===== src/rtl/wb_result_sel_pkg.sv =====
`default_nettype none
// ============================================================================
// Module      : wb_result_sel_pkg
// Description : Shared widths, writeback-source and load-funct3 encodings,
//               and FSM state type for the writeback result selector.
// Revision    : 1.0
// ============================================================================
package wb_result_sel_pkg;

    localparam int DATA_WIDTH = 32;
    localparam int ADDR_WIDTH = 32;

    typedef enum logic [1:0] {
        WB_ALU  = 2'b00,
        WB_LOAD = 2'b01,
        WB_PC4  = 2'b10,
        WB_IMM  = 2'b11
    } wb_src_e;

    localparam logic [2:0] c_f3_lb  = 3'b000;
    localparam logic [2:0] c_f3_lh  = 3'b001;
    localparam logic [2:0] c_f3_lw  = 3'b010;
    localparam logic [2:0] c_f3_lbu = 3'b100;
    localparam logic [2:0] c_f3_lhu = 3'b101;

    typedef enum logic [1:0] {
        S_IDLE  = 2'd0,
        S_WAIT  = 2'd1,
        S_DRAIN = 2'd2
    } wb_state_e;

endpackage
`default_nettype wire


===== src/rtl/wb_result_sel_if.sv =====
`default_nettype none
// ============================================================================
// Module      : wb_result_sel_if
// Description : MEM -> WB instruction handoff (valid/ready plus payload).
// Revision    : 1.0
// ============================================================================
interface wb_result_sel_if;
    import wb_result_sel_pkg::*;

    logic                  in_valid;
    logic                  in_ready;
    logic [DATA_WIDTH-1:0] alu_result;
    logic [ADDR_WIDTH-1:0] pc;
    logic [DATA_WIDTH-1:0] imm;
    logic [4:0]            rd_addr;
    logic                  reg_write;
    wb_src_e               wb_src;
    logic [2:0]            load_funct3;

    modport master (
        output in_valid, alu_result, pc, imm, rd_addr, reg_write, wb_src, load_funct3,
        input  in_ready
    );

    modport slave (
        input  in_valid, alu_result, pc, imm, rd_addr, reg_write, wb_src, load_funct3,
        output in_ready
    );

endinterface
`default_nettype wire


===== src/rtl/wb_result_sel_load_ext.sv =====
`default_nettype none
// ============================================================================
// Module      : wb_result_sel_load_ext
// Description : Selects the byte/half lane of an aligned load word and
//               sign- or zero-extends it according to funct3.
// Revision    : 1.0
// ============================================================================
module wb_result_sel_load_ext
    import wb_result_sel_pkg::*;
(
    input  wire logic [2:0]            funct3,
    input  wire logic [1:0]            addr_lo,
    input  wire logic [DATA_WIDTH-1:0] rdata,
    output logic      [DATA_WIDTH-1:0] ext
);

    logic [7:0]  w_byte;
    logic [15:0] w_half;

    always_comb begin
        w_byte = rdata[7:0];
        case (addr_lo)
            2'd0:    w_byte = rdata[7:0];
            2'd1:    w_byte = rdata[15:8];
            2'd2:    w_byte = rdata[23:16];
            default: w_byte = rdata[31:24];
        endcase
        // Halfword lane ignores addr bit 0: misaligned halves read the aligned half.
        w_half = addr_lo[1] ? rdata[31:16] : rdata[15:0];

        ext = rdata;
        case (funct3)
            c_f3_lb:  ext = {{(DATA_WIDTH-8){w_byte[7]}}, w_byte};
            c_f3_lh:  ext = {{(DATA_WIDTH-16){w_half[15]}}, w_half};
            c_f3_lbu: ext = {{(DATA_WIDTH-8){1'b0}}, w_byte};
            c_f3_lhu: ext = {{(DATA_WIDTH-16){1'b0}}, w_half};
            default:  ext = rdata;
        endcase
    end

endmodule
`default_nettype wire


===== src/rtl/wb_result_sel.sv =====
`default_nettype none
// ============================================================================
// Module      : wb_result_sel
// Description : Writeback result mux and RF write port driver; stalls loads
//               until the data-memory response, with timeout and flush drain.
// Revision    : 1.0
// ============================================================================
module wb_result_sel
    import wb_result_sel_pkg::*;
#(
    parameter int TIMEOUT = 16
) (
    input  wire logic                  clk,
    input  wire logic                  rst,
    wb_result_sel_if.slave             mem,
    input  wire logic                  flush,
    input  wire logic                  dmem_rvalid,
    input  wire logic [DATA_WIDTH-1:0] dmem_rdata,
    output logic                       rf_we,
    output logic      [4:0]            rf_waddr,
    output logic      [DATA_WIDTH-1:0] rf_wdata,
    output logic                       load_fault,
    output logic                       spurious_rsp
);

    localparam int                 c_cnt_w   = $clog2(TIMEOUT);
    localparam logic [c_cnt_w-1:0] c_cnt_max = c_cnt_w'(TIMEOUT - 1);

    wb_state_e             r_state, w_state_nxt;
    logic [c_cnt_w-1:0]    r_cnt, w_cnt_nxt;
    logic                  r_we, w_we_nxt;
    logic [4:0]            r_waddr, w_waddr_nxt;
    logic [DATA_WIDTH-1:0] r_wdata, w_wdata_nxt;
    logic                  r_fault, w_fault_nxt;
    logic                  r_spur, w_spur_set;
    logic                  w_latch;

    logic [4:0]            r_rd;
    logic                  r_rw;
    logic [2:0]            r_f3;
    logic [1:0]            r_addr_lo;

    logic                  w_accept;
    logic [ADDR_WIDTH-1:0] w_pc4;
    logic [DATA_WIDTH-1:0] w_pc4_data;
    logic [DATA_WIDTH-1:0] w_result;
    logic [DATA_WIDTH-1:0] w_ext;

    assign w_accept     = mem.in_valid && (r_state == S_IDLE);
    assign mem.in_ready = (r_state == S_IDLE);
    assign w_pc4        = mem.pc + ADDR_WIDTH'(4);

    generate
        if (DATA_WIDTH == ADDR_WIDTH) begin : g_pc_same
            assign w_pc4_data = w_pc4;
        end else if (DATA_WIDTH > ADDR_WIDTH) begin : g_pc_zext
            assign w_pc4_data = {{(DATA_WIDTH-ADDR_WIDTH){1'b0}}, w_pc4};
        end else begin : g_pc_trunc
            assign w_pc4_data = w_pc4[DATA_WIDTH-1:0];
        end
    endgenerate

    always_comb begin
        w_result = mem.alu_result;
        case (mem.wb_src)
            WB_PC4:  w_result = w_pc4_data;
            WB_IMM:  w_result = mem.imm;
            default: w_result = mem.alu_result;
        endcase
    end

    wb_result_sel_load_ext u_load_ext (
        .funct3  (r_f3),
        .addr_lo (r_addr_lo),
        .rdata   (dmem_rdata),
        .ext     (w_ext)
    );

    always_comb begin
        w_state_nxt = r_state;
        w_cnt_nxt   = r_cnt;
        w_we_nxt    = 1'b0;
        w_waddr_nxt = r_waddr;
        w_wdata_nxt = r_wdata;
        w_fault_nxt = 1'b0;
        w_spur_set  = 1'b0;
        w_latch     = 1'b0;

        case (r_state)
            S_IDLE: begin
                w_spur_set = dmem_rvalid;
                if (w_accept && !flush) begin
                    if (mem.wb_src == WB_LOAD) begin
                        w_latch     = 1'b1;
                        w_cnt_nxt   = '0;
                        w_state_nxt = S_WAIT;
                    end else if (mem.reg_write && (mem.rd_addr != 5'd0)) begin
                        w_we_nxt    = 1'b1;
                        w_waddr_nxt = mem.rd_addr;
                        w_wdata_nxt = w_result;
                    end
                end
            end
            S_WAIT: begin
                // Flush beats a same-cycle response: the response is consumed unwritten.
                if (flush) begin
                    w_state_nxt = dmem_rvalid ? S_IDLE : S_DRAIN;
                end else if (dmem_rvalid) begin
                    w_state_nxt = S_IDLE;
                    if (r_rw && (r_rd != 5'd0)) begin
                        w_we_nxt    = 1'b1;
                        w_waddr_nxt = r_rd;
                        w_wdata_nxt = w_ext;
                    end
                end else if (r_cnt == c_cnt_max) begin
                    w_fault_nxt = 1'b1;
                    w_state_nxt = S_DRAIN;
                end else begin
                    w_cnt_nxt = r_cnt + 1'b1;
                end
            end
            S_DRAIN: begin
                if (dmem_rvalid) begin
                    w_state_nxt = S_IDLE;
                end
            end
            default: w_state_nxt = S_IDLE;
        endcase
    end

    always_ff @(posedge clk or posedge rst) begin
        if (rst) begin
            r_state   <= S_IDLE;
            r_cnt     <= '0;
            r_we      <= 1'b0;
            r_waddr   <= '0;
            r_wdata   <= '0;
            r_fault   <= 1'b0;
            r_spur    <= 1'b0;
            r_rd      <= '0;
            r_rw      <= 1'b0;
            r_f3      <= '0;
            r_addr_lo <= '0;
        end else begin
            r_state <= w_state_nxt;
            r_cnt   <= w_cnt_nxt;
            r_we    <= w_we_nxt;
            r_waddr <= w_waddr_nxt;
            r_wdata <= w_wdata_nxt;
            r_fault <= w_fault_nxt;
            if (w_spur_set) begin
                r_spur <= 1'b1;
            end
            if (w_latch) begin
                r_rd      <= mem.rd_addr;
                r_rw      <= mem.reg_write;
                r_f3      <= mem.load_funct3;
                r_addr_lo <= mem.alu_result[1:0];
            end
        end
    end

    assign rf_we        = r_we;
    assign rf_waddr     = r_waddr;
    assign rf_wdata     = r_wdata;
    assign load_fault   = r_fault;
    assign spurious_rsp = r_spur;

endmodule
`default_nettype wire


===== src/flat_wrapper.sv =====
// flat-port wrapper written by rule: the top's interface ports become plain ports
module wb_result_sel_flat import wb_result_sel_pkg::*;
#(
    parameter int TIMEOUT = 16
)
  (clk, rst, flush, dmem_rvalid, dmem_rdata, rf_we, rf_waddr, rf_wdata, load_fault, spurious_rsp, mem_in_valid, mem_alu_result, mem_pc, mem_imm, mem_rd_addr, mem_reg_write, mem_wb_src, mem_load_funct3, mem_in_ready);
  wb_result_sel_if mem_i ();
  input  wire logic clk;
  input  wire logic rst;
  input  wire logic flush;
  input  wire logic dmem_rvalid;
  input  wire logic [DATA_WIDTH-1:0] dmem_rdata;
  output logic rf_we;
  output logic      [4:0] rf_waddr;
  output logic      [DATA_WIDTH-1:0] rf_wdata;
  output logic load_fault;
  output logic spurious_rsp;
  input wire logic [$bits(mem_i.in_valid)-1:0] mem_in_valid;
  input wire logic [$bits(mem_i.alu_result)-1:0] mem_alu_result;
  input wire logic [$bits(mem_i.pc)-1:0] mem_pc;
  input wire logic [$bits(mem_i.imm)-1:0] mem_imm;
  input wire logic [$bits(mem_i.rd_addr)-1:0] mem_rd_addr;
  input wire logic [$bits(mem_i.reg_write)-1:0] mem_reg_write;
  input wire logic [$bits(mem_i.wb_src)-1:0] mem_wb_src;
  input wire logic [$bits(mem_i.load_funct3)-1:0] mem_load_funct3;
  output wire logic [$bits(mem_i.in_ready)-1:0] mem_in_ready;
  assign mem_i.in_valid = mem_in_valid;
  assign mem_i.alu_result = mem_alu_result;
  assign mem_i.pc = mem_pc;
  assign mem_i.imm = mem_imm;
  assign mem_i.rd_addr = mem_rd_addr;
  assign mem_i.reg_write = mem_reg_write;
  assign mem_i.wb_src = mem_wb_src;
  assign mem_i.load_funct3 = mem_load_funct3;
  assign mem_in_ready = mem_i.in_ready;
  wb_result_sel #(.TIMEOUT(TIMEOUT)) u_core (.clk(clk), .rst(rst), .mem(mem_i), .flush(flush), .dmem_rvalid(dmem_rvalid), .dmem_rdata(dmem_rdata), .rf_we(rf_we), .rf_waddr(rf_waddr), .rf_wdata(rf_wdata), .load_fault(load_fault), .spurious_rsp(spurious_rsp));
endmodule

===== config.mk =====
export PLATFORM = sky130hd
export DESIGN_NAME = wb_result_sel_flat
export DESIGN_NICKNAME = d
export VERILOG_FILES = /design/src/rtl/wb_result_sel_pkg.sv /design/src/rtl/wb_result_sel_if.sv /design/src/rtl/wb_result_sel_load_ext.sv /design/src/rtl/wb_result_sel.sv /design/src/flat_wrapper.sv
export SDC_FILE = /design/constraint.sdc
export NUM_CORES = 1
export LEC_CHECK = 0
export ABC_AREA = 1
export CAP_MARGIN = 25
export CORE_MARGIN = 5
export CORE_UTILIZATION = 40
export CTS_CLUSTER_DIAMETER = 120
export DETAILED_ROUTE_END_ITERATION = 10
export HOLD_SLACK_MARGIN = 0.1
export PLACE_DENSITY = 0.86
export SLEW_MARGIN = 0
export SYNTH_ARGS = -nofsm -noshare
export SYNTH_HDL_FRONTEND = slang
export SYNTH_SLANG_ARGS = --single-unit

===== constraint.sdc =====
create_clock -name clk -period 5.02 [get_ports clk]
set_input_delay 0.753 -clock clk [delete_from_list [all_inputs] [get_ports clk]]
set_output_delay 0.753 -clock clk [all_outputs]
set_load 0.02 [all_outputs]

==> flow_summary.json, run 1 <==
{
  "grt_pass1_vias": 5485,
  "drc": 0,
  "grt_overflow_total": 0,
  "drtIter0Drc": 465,
  "end_kind": "flip-flop",
  "initial_utilization_pct": 40.36,
  "fmax_mhz": 340.8,
  "syn-num-nets": 913,
  "grt_start_max_net_pins": 58,
  "period_share_pct": 58.45,
  "ys_warn_count": 0,
  "ys_types": 33,
  "clkTransAtPathRegs_ps": 60,
  "finalClockSkew_ps": 9.943,
  "run_status": "completed",
  "path_max_fanout": 33,
  "vias": 5686,
  "slew_headroom_pct": 30.21,
  "crit_type": "reg2reg",
  "arrival_ps": 3150,
  "power_density_nw_per_um2": 300.9,
  "routed_via_density": 5.255,
  "p_leak_uw": 0.003172,
  "worstPathRequired_ps": 5240,
  "drive_gt1_share_pct": 3.408,
  "area_growth_pct": 49.01,
  "ctsResizeCount": 0,
  "synthCells": 767,
  "grt_setup_unrepaired": "false",
  "busiest_layer": "met2",
  "use_met2_pct": 45.28,
  "hpwl_mm": 13.85,
  "r2r-start": "u_core.r_f3[1]$_DFFE_PP0P_",
  "hp-class": "reg2reg",
  "tightestPinTransition_ps": 1047,
  "peakVddDrop_uv": 229.0,
  "grt_antenna_before_repair": 0,
  "clock_path_buffers": 2,
  "port_buffers": 184,
  "finalNetCount": 1080,
  "diodes": 0,
  "worst_hold_slack_ps": 465.8,
  "synthesis.area_sq_um": 4569,
  "routedWlPerCell_um": 16.64,
  "rows": 39,
  "first_pass_iters": 5,
  "cts_tree": "built",
  "totalWireLength_mm": 18.00,
  "num-fill-cells": 1084,
  "die_y_um": 116.9,
  "startpoint": "u_core.r_f3[1]$_DFFE_PP0P_",
  "io_pins": 185,
  "r2r_cells": 9,
  "die-area_sq_um": 13660,
  "fin_setup_tns_ps": 0,
  "maxCapViolCount": 0,
  "groute.usage.overall_pct": 25.58,
  "slew_viol_final": 0,
  "cts_made_buffers": 9,
  "hold_viol_final": 0,
  "cts_hold_buffers": 0,
  "worstHoldPathCells": 1,
  "clock_sinks": 57,
  "setup_viol": 0,
  "use_met3_pct": 6.889,
  "clock_latency_ps": 330,
  "grtUsageMet1_pct": 30.35,
  "ys_ff_latch": 57,
  "cts_setup_buffers": 0,
  "crit_path_start_kind": "flip-flop",
  "routabilityCongestion": 0.9092,
  "ys_seq_area_share_pct": 31.22,
  "fin_crit_ps": 2934,
  "syn_avg_cell_area_sq_um": 5.957,
  "htreeDepth": 3,
  "die_x_um": 116.9,
  "root_buffer": "clkbuf_16",
  "grt_pass1_wl_mm": 27.05,
  "core-area_sq_um": 11320,
  "timing.hold.worst.start": "u_core.spurious_rsp$_DFFE_PP0P_",
  "ant_nets": 0
}
-- placed cells by master (no fill, tap or decap), types with 2 or more instances in the layout --
master	netlist	final
nor3_1	3	3
clkinv_4	0	3
a22oi_1	2	2
o21bai_1	4	4
inv_1	82	81
o2111ai_1	4	4
ha_1	2	2
a22o_1	7	7
a31oi_1	6	6
dfrtp_1	57	57
clkdlybuf4s50_1	0	184
a21oi_1	28	28
o211ai_1	4	4
o21ai_0	35	35
nand2_1	305	305
inv_2	2	3
clkinvlp_4	0	2
nor2_1	73	72
nor2_2	3	4
clkbuf_16	0	9
nand4_1	5	5
a221oi_1	17	17
nand2_2	2	2
buf_4	1	3
nand3_1	85	85
-- registers in the layout, indices dropped and copies added (netlist names) --
signal and cells:
u_core.load_fault 1, u_core.r_addr_lo 2, u_core.r_cnt 4, u_core.r_f3 3, u_core.r_rd 5, u_core.r_rw 1
u_core.r_state 2, u_core.rf_waddr 5, u_core.rf_wdata 32, u_core.rf_we 1, u_core.spurious_rsp 1
-- critical path, stage by stage, from the launching register on --
cell	delay [ps]
dfrtp_1	1030
inv_1	410
nand2_1	140
nor2_1	60
nand2_1	370
nand2_1	120
nor2_2	360
o21ai_1	160
nand3_1	110
nand2_1	60
-- worst paths after layout --
| check | endpoint | slack (ps) |
|---|---|---|
| hold reg to reg | u_core.spurious_rsp$_DFFE_PP0P_ | 470 |
| setup / recovery | u_core.rf_wdata[25]$_DFFE_PP0P_ | 2090 |
| min in group asynchronous | u_core.rf_wdata[24]$_DFFE_PP0P_ | 950 |
| max in group asynchronous | u_core.r_cnt[2]$_DFFE_PP0P_ | 3550 |
| setup reg to reg | u_core.rf_wdata[25]$_DFFE_PP0P_ | 2090 |
| hold / removal | u_core.spurious_rsp$_DFFE_PP0P_ | 470 |
-- per-stage QoR --
stage | power [uW] | instances | cell area [sq um] | worst slack (ps) | utilization, %
after floorplan | 1030 | 767 | 4569 | 2867 | -
after global placement | 1402 | 1065 | 6476 | 2123 | 57.21
after detailed placement | 1415 | 1065 | 6476 | 2064 | 57.21
after CTS | 2048 | 1081 | 6782 | 2210 | 59.90
after global routing | 2158 | 1082 | 6809 | 1854 | 60.15
final | 2049 | 1082 | 6809 | 2086 | 60.15
-- synth_stat cells --
master | number | share of area, %
a22oi_1 | 2 | 0.33
nand4_1 | 5 | 0.68
nand3_1 | 85 | 9.3
a31o_2 | 1 | 0.19
dfrtp_1 | 57 | 31
nand3b_1 | 1 | 0.16
ha_1 | 2 | 0.55
o21ai_1 | 1 | 0.11
o2111ai_1 | 4 | 0.77
or2_2 | 1 | 0.14
buf_1 | 1 | 0.082
a22o_1 | 7 | 1.3
nor2_1 | 73 | 6.0
o211ai_1 | 4 | 0.66
nor2_2 | 3 | 0.41
nor2_4 | 1 | 0.25
inv_1 | 82 | 6.7
nand2_2 | 2 | 0.27
nor3_1 | 3 | 0.33
a221oi_1 | 17 | 3.3
buf_2 | 12 | 1.3
a21oi_1 | 28 | 3.1
o21bai_1 | 4 | 0.66
a21o_1 | 1 | 0.16
o21ai_0 | 35 | 3.8
o31ai_1 | 1 | 0.16
clkbuf_1 | 18 | 1.5
inv_2 | 2 | 0.16
a31oi_1 | 6 | 0.82
buf_4 | 1 | 0.16
xor2_1 | 1 | 0.19
nand2_1 | 305 | 25
nor4_1 | 1 | 0.14
-- cell type report --
| class | instances | area, sq um | share of cell area, % |
|---|---|---|---|
| well taps | 143 | 178.9 | 2.628 |
| repair buffers | 188 | 1892 | 27.78 |
| multi-input cells | 594 | 2691 | 39.53 |
| clock buffers | 9 | 225.2 | 3.308 |
| clock inverters | 7 | 80.08 | 1.176 |
| inverters | 84 | 315.3 | 4.631 |
| flip-flops and latches | 57 | 1426 | 20.95 |
-- cells by family (layout without fill, tap and decap cells) --
logic type / count (synthesis) / count (layout) / synth area share [%]
fa+ha+maj: 2 / 2 / 0.5476
flops: 57 / 57 / 31.22
compound gates: 111 / 111 / 15.36
simple gates: 480 / 480 / 42.74
xor+xnor: 1 / 1 / 0.1917
buf+inv: 116 / 288 / 9.940
-- routing by layer --
metal	wire, um	up-vias
met1	6928	2552
met3	1865	29
li1	-	2825
met5	0	-
met2	8790	280
met4	420	0
-- power by group --
part	total, uW	internal (uW)	switching, uW
logic	765	355	410
clock network	627	388	239
registers	656	560	96.9
Note: power is estimated with default switching activity, not from simulation.
==> inputs of run 2 (changes only) <==
==> constraint.sdc (replaced) <==
create_clock -name clk -period 2.86 [get_ports clk]
set_input_delay 0.429 -clock clk [delete_from_list [all_inputs] [get_ports clk]]
set_output_delay 0.429 -clock clk [all_outputs]
set_load 0.02 [all_outputs]
==> flow_summary.json, run 2 (synthesis results as in run 1) <==
{
  "clock_latency_ps": 330,
  "routed_via_density": 5.312,
  "first_pass_iters": 5,
  "ctsResizeCount": 0,
  "sequentialPowerShare_pct": 31.6,
  "grt_antenna_before_repair": 0,
  "end_kind": "flip-flop",
  "area_growth_pct": 49.21,
  "cts_hold_buffers": 0,
  "peakVddDrop_uv": 347.0,
  "largest_reg_flops": 32,
  "crit_path_start_kind": "flip-flop",
  "cts_made_buffers": 9,
  "fin_area_sq_um": 6818,
  "root_buffer": "clkbuf_16",
  "hpwl_mm": 14.01,
  "routedWlPerCell_um": 16.38,
  "fin_setup_tns_ps": 0,
  "pwr-share-clk_pct": 29.4,
  "slew_viol_final": 0,
  "switching_power_uw": 1271,
  "intPower_uw": 2277,
  "fmax_mhz": 460.8,
  "p_comb_share_pct": 39.0,
  "mostFrequentLayoutCells": "nand2_1, clkdlybuf4s50_1, nand3_1, inv_1, nor2_1",
  "finalNetCount": 1085,
  "placement.cell_area_sq_um": 6534,
  "core-area_sq_um": 11320,
  "grt_start_max_net_pins": 37,
  "period_share_pct": 75.88,
  "drive_gt1_share_pct": 3.715,
  "layout_commonest_cell": "nand2_1",
  "power_density_nw_per_um2": 520.5,
  "worstPathRequired_ps": 3070,
  "hp-class": "reg2reg",
  "arrival_ps": 2380,
  "crit_type": "reg2reg",
  "grt_pass1_vias": 5294,
  "diodes": 0,
  "ant_nets": 0,
  "port_buffers": 184,
  "die-area_sq_um": 13660,
  "io_pins": 185,
  "slew_headroom_pct": 57.17,
  "vias": 5763,
  "grt_overflow_total": 0,
  "initial_utilization_pct": 40.36,
  "groute.usage.overall_pct": 25.43,
  "htreeDepth": 3,
  "clkTransAtPathRegs_ps": 60,
  "drc": 0,
  "p_leak_uw": 0.003185,
  "fin_crit_ps": 2170,
  "worst_slack_ps": 689.8,
  "p_total_uw": 3548,
  "swShare_pct": 35.83,
  "finalClockSkew_ps": 10.25,
  "rows": 39,
  "totalWireLength_mm": 17.77,
  "place_ws_ps": 497.2,
  "hold_viol_final": 0,
  "cts_tree": "built",
  "maxCapViolCount": 0,
  "dp.cells": 1071,
  "routabilityCongestion": 0.9688,
  "clock_path_buffers": 2,
  "grt_pass1_wl_mm": 26.90,
  "fin_cells": 1085,
  "die_y_um": 116.9,
  "cts_setup_buffers": 0,
  "setup_viol": 0,
  "clock_sinks": 57,
  "run_status": "completed",
  "drtIter0Drc": 472,
  "grt_setup_unrepaired": "false",
  "path_max_fanout": 22,
  "tightestPinTransition_ps": 642.5,
  "die_x_um": 116.9
}
-- run 2: changes by cell type in the layout (fill, tap and decap cells not counted), sizes merged --
cell,before,now
inv,85,84
clkinv,3,2
buf,4,9
-- run 2: worst paths after layout --
check                                                 from                         endpoint  slack [ps]  cells past startpoint
hold reg to reg            u_core.spurious_rsp$_DFFE_PP0P_  u_core.spurious_rsp$_DFFE_PP0P_         470                      1
setup / recovery           u_core.r_addr_lo[1]$_DFFE_PP0P_  u_core.rf_wdata[17]$_DFFE_PP0P_         690                      9
setup reg to reg           u_core.r_addr_lo[1]$_DFFE_PP0P_  u_core.rf_wdata[17]$_DFFE_PP0P_         690                      9
min in group asynchronous                              rst  u_core.rf_wdata[29]$_DFFE_PP0P_         500                      2
max in group asynchronous                              rst      u_core.r_cnt[3]$_DFFE_PP0P_        1780                      3
hold / removal             u_core.spurious_rsp$_DFFE_PP0P_  u_core.spurious_rsp$_DFFE_PP0P_         470                      1
-- run 2: worst max-delay path, stage by stage (launching register included) --
cell	delay [ps]
dfrtp_1	750
inv_1	280
nand3_1	150
nand2_1	90
nand2_1	100
nand2_1	70
nor2_2	300
nand2_1	110
nand3_1	120
nand2_1	70
-- run 2: metal layers --
| layer | up-vias | part of all wire, % | track usage [%] |
|---|---|---|---|
| met5 | - | 0 | 0 |
| met4 | 0 | 2.3 | 6.498 |
| met3 | 29 | 12 | 7.147 |
| met2 | 330 | 47 | 43.46 |
| met1 | 2578 | 39 | 31.77 |
| li1 | 2826 | - | - |
-- run 2: area by class of cell --
cell class	count	area (sq um)
clock buffer	9	225.2
inverter	84	315.3
clock inverter	5	58.81
tap	143	178.9
fill	1080	4503
multi-input combinational	594	2691
sequential	57	1426
timing repair buffer	193	1922
-- run 2: power by group through the flow --
stage | Sequential [uW] | Clock (uW) | Combinational, uW
after global placement | 1130 | 0 | 1360
final | 1120 | 1040 | 1380
after global routing | 1140 | 1080 | 1500
after CTS | 1120 | 1040 | 1380
after floorplan | 1250 | 0 | 554
after detailed placement | 1130 | 0 | 1370
-- run 2: per-stage QoR --
step / hold WS [ps] / utilization (%)
2_1_floorplan: 453.7 / -
3_3_place_gp: 438.4 / 57.71
3_5_place_dp: 453.0 / 57.71
4_1_cts: 478.3 / 60.22
5_1_grt: 493.0 / 60.22
6_report: 468.8 / 60.22
==> inputs of run 3 (changes only) <==
--- a/config.mk
+++ b/config.mk
@@ -12,7 +12,7 @@
 export CTS_CLUSTER_DIAMETER = 120
 export DETAILED_ROUTE_END_ITERATION = 10
 export HOLD_SLACK_MARGIN = 0.1
-export PLACE_DENSITY = 0.86
+export PLACE_DENSITY = 0.89
 export SLEW_MARGIN = 0
 export SYNTH_ARGS = -nofsm -noshare
 export SYNTH_HDL_FRONTEND = slang
==> constraint.sdc (replaced) <==
create_clock -name clk -period 1.9 [get_ports clk]
set_input_delay 0.285 -clock clk [delete_from_list [all_inputs] [get_ports clk]]
set_output_delay 0.285 -clock clk [all_outputs]
set_load 0.02 [all_outputs]
==> flow_summary.json, run 3 (synthesis results as in run 1) <==
{
  "grt_start_max_net_pins": 58,
  "fin_area_sq_um": 7322,
  "die-area_sq_um": 13660,
  "worstPathRequired_ps": 2110,
  "clock_sinks": 57,
  "crit_path_cell_trace": "inv_1, nand3_1, nand2_1, nand2_1, buf_4, nand3_1, o21ai_0, inv_1, nand2_1, nand2_1",
  "clock_path_buffers": 2,
  "worst-r2r-setup-slack_ps": 140,
  "groute.usage.overall_pct": 27.13,
  "grt_pass1_wl_mm": 28.85,
  "max_stage_delay_ps": 480,
  "tightestPinTransition_ps": 463.5,
  "fin_setup_tns_ps": 0,
  "cts_tree": "built",
  "hpwl_mm": 15.05,
  "finalNetCount": 1139,
  "grt_antenna_before_repair": 0,
  "p_total_uw": 5544,
  "pwr-share-clk_pct": 29.3,
  "worst_slack_ps": 138.6,
  "grt_setup_unrepaired": "false",
  "r2r_cells": 10,
  "totalWireLength_mm": 18.71,
  "grt_overflow_total": 0,
  "rows": 39,
  "fin_crit_ps": 1761,
  "drtIter0Drc": 516,
  "cts_made_buffers": 9,
  "die_y_um": 116.9,
  "switching_power_uw": 1984,
  "swShare_pct": 35.79,
  "worstSetupEndpoint": "u_core.rf_wdata[24]$_DFFE_PP0P_",
  "drc": 0,
  "num-fill-cells": 985,
  "largest_reg_flops": 32,
  "p_leak_uw": 0.003479,
  "placement.cell_area_sq_um": 6979,
  "ant_nets": 0,
  "die_x_um": 116.9,
  "grt_pass1_vias": 5930,
  "diodes": 0,
  "hold_viol_final": 0,
  "area_growth_pct": 60.24,
  "maxCapViolCount": 0,
  "routed_via_density": 5.261,
  "sequentialPowerShare_pct": 30.3,
  "clock_latency_ps": 320,
  "r2r_end": "u_core.rf_wdata[24]$_DFFE_PP0P_",
  "r2r-start": "u_core.r_addr_lo[1]$_DFFE_PP0P_",
  "run_status": "completed",
  "slew_viol_final": 0,
  "routabilityCongestion": 0.9634,
  "crit_top_cell": "nand2_1",
  "place_ws_ps": -171.7,
  "p_comb_share_pct": 40.4,
  "peakVddDrop_uv": 705.3,
  "hp-class": "in2async",
  "crit_path_top_delay_cell": "dfrtp_1",
  "setup_viol": 0,
  "root_buffer": "clkbuf_16",
  "fmax_mhz": 567.7,
  "cts_hold_buffers": 0,
  "mostFrequentLayoutCells": "nand2_1, clkdlybuf4s50_1, nand3_1, inv_1, nor2_1",
  "initial_utilization_pct": 40.36,
  "end_kind": "flip-flop",
  "htreeDepth": 3,
  "layout_commonest_cell": "nand2_1",
  "arrival_ps": 1970,
  "core-area_sq_um": 11320,
  "slew_headroom_pct": 69.10,
  "first_pass_iters": 6,
  "routedWlPerCell_um": 16.40,
  "power_density_nw_per_um2": 757.2,
  "crit_type": "reg2reg",
  "intPower_uw": 3560,
  "clkTransAtPathRegs_ps": 60,
  "vias": 6003,
  "period_share_pct": 92.71,
  "drive_gt1_share_pct": 9.319,
  "path_max_fanout": 8,
  "crit_path_start_kind": "flip-flop",
  "io_pins": 185,
  "finalClockSkew_ps": 8.611,
  "startpoint": "u_core.r_addr_lo[1]$_DFFE_PP0P_",
  "port_buffers": 184
}
==> run 3: changes by cell type in the layout (fill, tap and decap cells not counted), sizes merged <==
cell	previous run	this run
inv	84	86
clkinv	2	3
buf	9	63
clkinvlp	2	1
dlygate4sd2	0	1
clkdlybuf4s50	184	183
==> run 3: area by class of cell <==
cell class                      count  area (sq um)  share of cell area (%)
Timing Repair Buffer              247          2389                   32.62
Inverter                           84         315.3                   4.306
Multi-Input combinational cell    594          2710                   37.01
Sequential cell                    57          1426                   19.48
Clock buffer                        9         225.2                   3.076
Tap cell                          143         178.9                   2.444
Clock inverter                      7         77.57                   1.059
==> run 3: per-layer routing <==
metal,track usage [%],vias up,wire [um]
met3,8.380,52,2125
met2,46.08,322,8955
li1,-,2944,-
met4,11.16,0,714
met1,31.87,2685,6914
met5,0,-,0
==> run 3: worst max-delay path, delay by kind of cell (launching register included) <==
family          cells  cell delay [ps]
buf+inv             3              440
flops               1              480
simple gates        6              460
compound gates      1              260
==> run 3: power by group through the flow <==
stage | Clock, uW | Sequential (uW) | Combinational (uW)
after floorplan | 0 | 1890 | 834
after global placement | 0 | 1690 | 2170
after detailed placement | 0 | 1690 | 2200
after CTS | 1640 | 1680 | 2220
after global routing | 1700 | 1710 | 2430
final | 1620 | 1680 | 2240
==> run 3: worst min path at each step <==
stage / from / slack (ps) / end / cells past startpoint
after global placement: u_core.spurious_rsp$_DFFE_PP0P_ / 450 / u_core.spurious_rsp$_DFFE_PP0P_ / 1
after CTS: rst / 360 / u_core.rf_wdata[27]$_DFFE_PP0P_ / 3
after detailed placement: u_core.spurious_rsp$_DFFE_PP0P_ / 440 / u_core.spurious_rsp$_DFFE_PP0P_ / 1
final: rst / 340 / u_core.rf_wdata[28]$_DFFE_PP0P_ / 3
after floorplan: dmem_rvalid / 360 / u_core.load_fault$_DFF_PP0_ / 1
after global routing: rst / 370 / u_core.rf_wdata[27]$_DFFE_PP0P_ / 3
==> run 3: timing repair <==
action	in CTS	in global routing
hold endpoints to repair	0	0
gates resized for setup	1	4
pin swaps	0	1
endpoints found under the setup margin	1	30
setup buffers	0	3
==> run 3: stage by stage <==
step | hold slack [ps] | instances | utilization (%)
6_report | 341.7 | 1141 | 64.68
5_1_grt | 370.3 | 1141 | 64.68
4_1_cts | 359.1 | 1138 | 64.31
3_5_place_dp | 445.0 | 1122 | 61.65
3_3_place_gp | 450.8 | 1122 | 61.65
2_1_floorplan | 356.9 | 767 | -
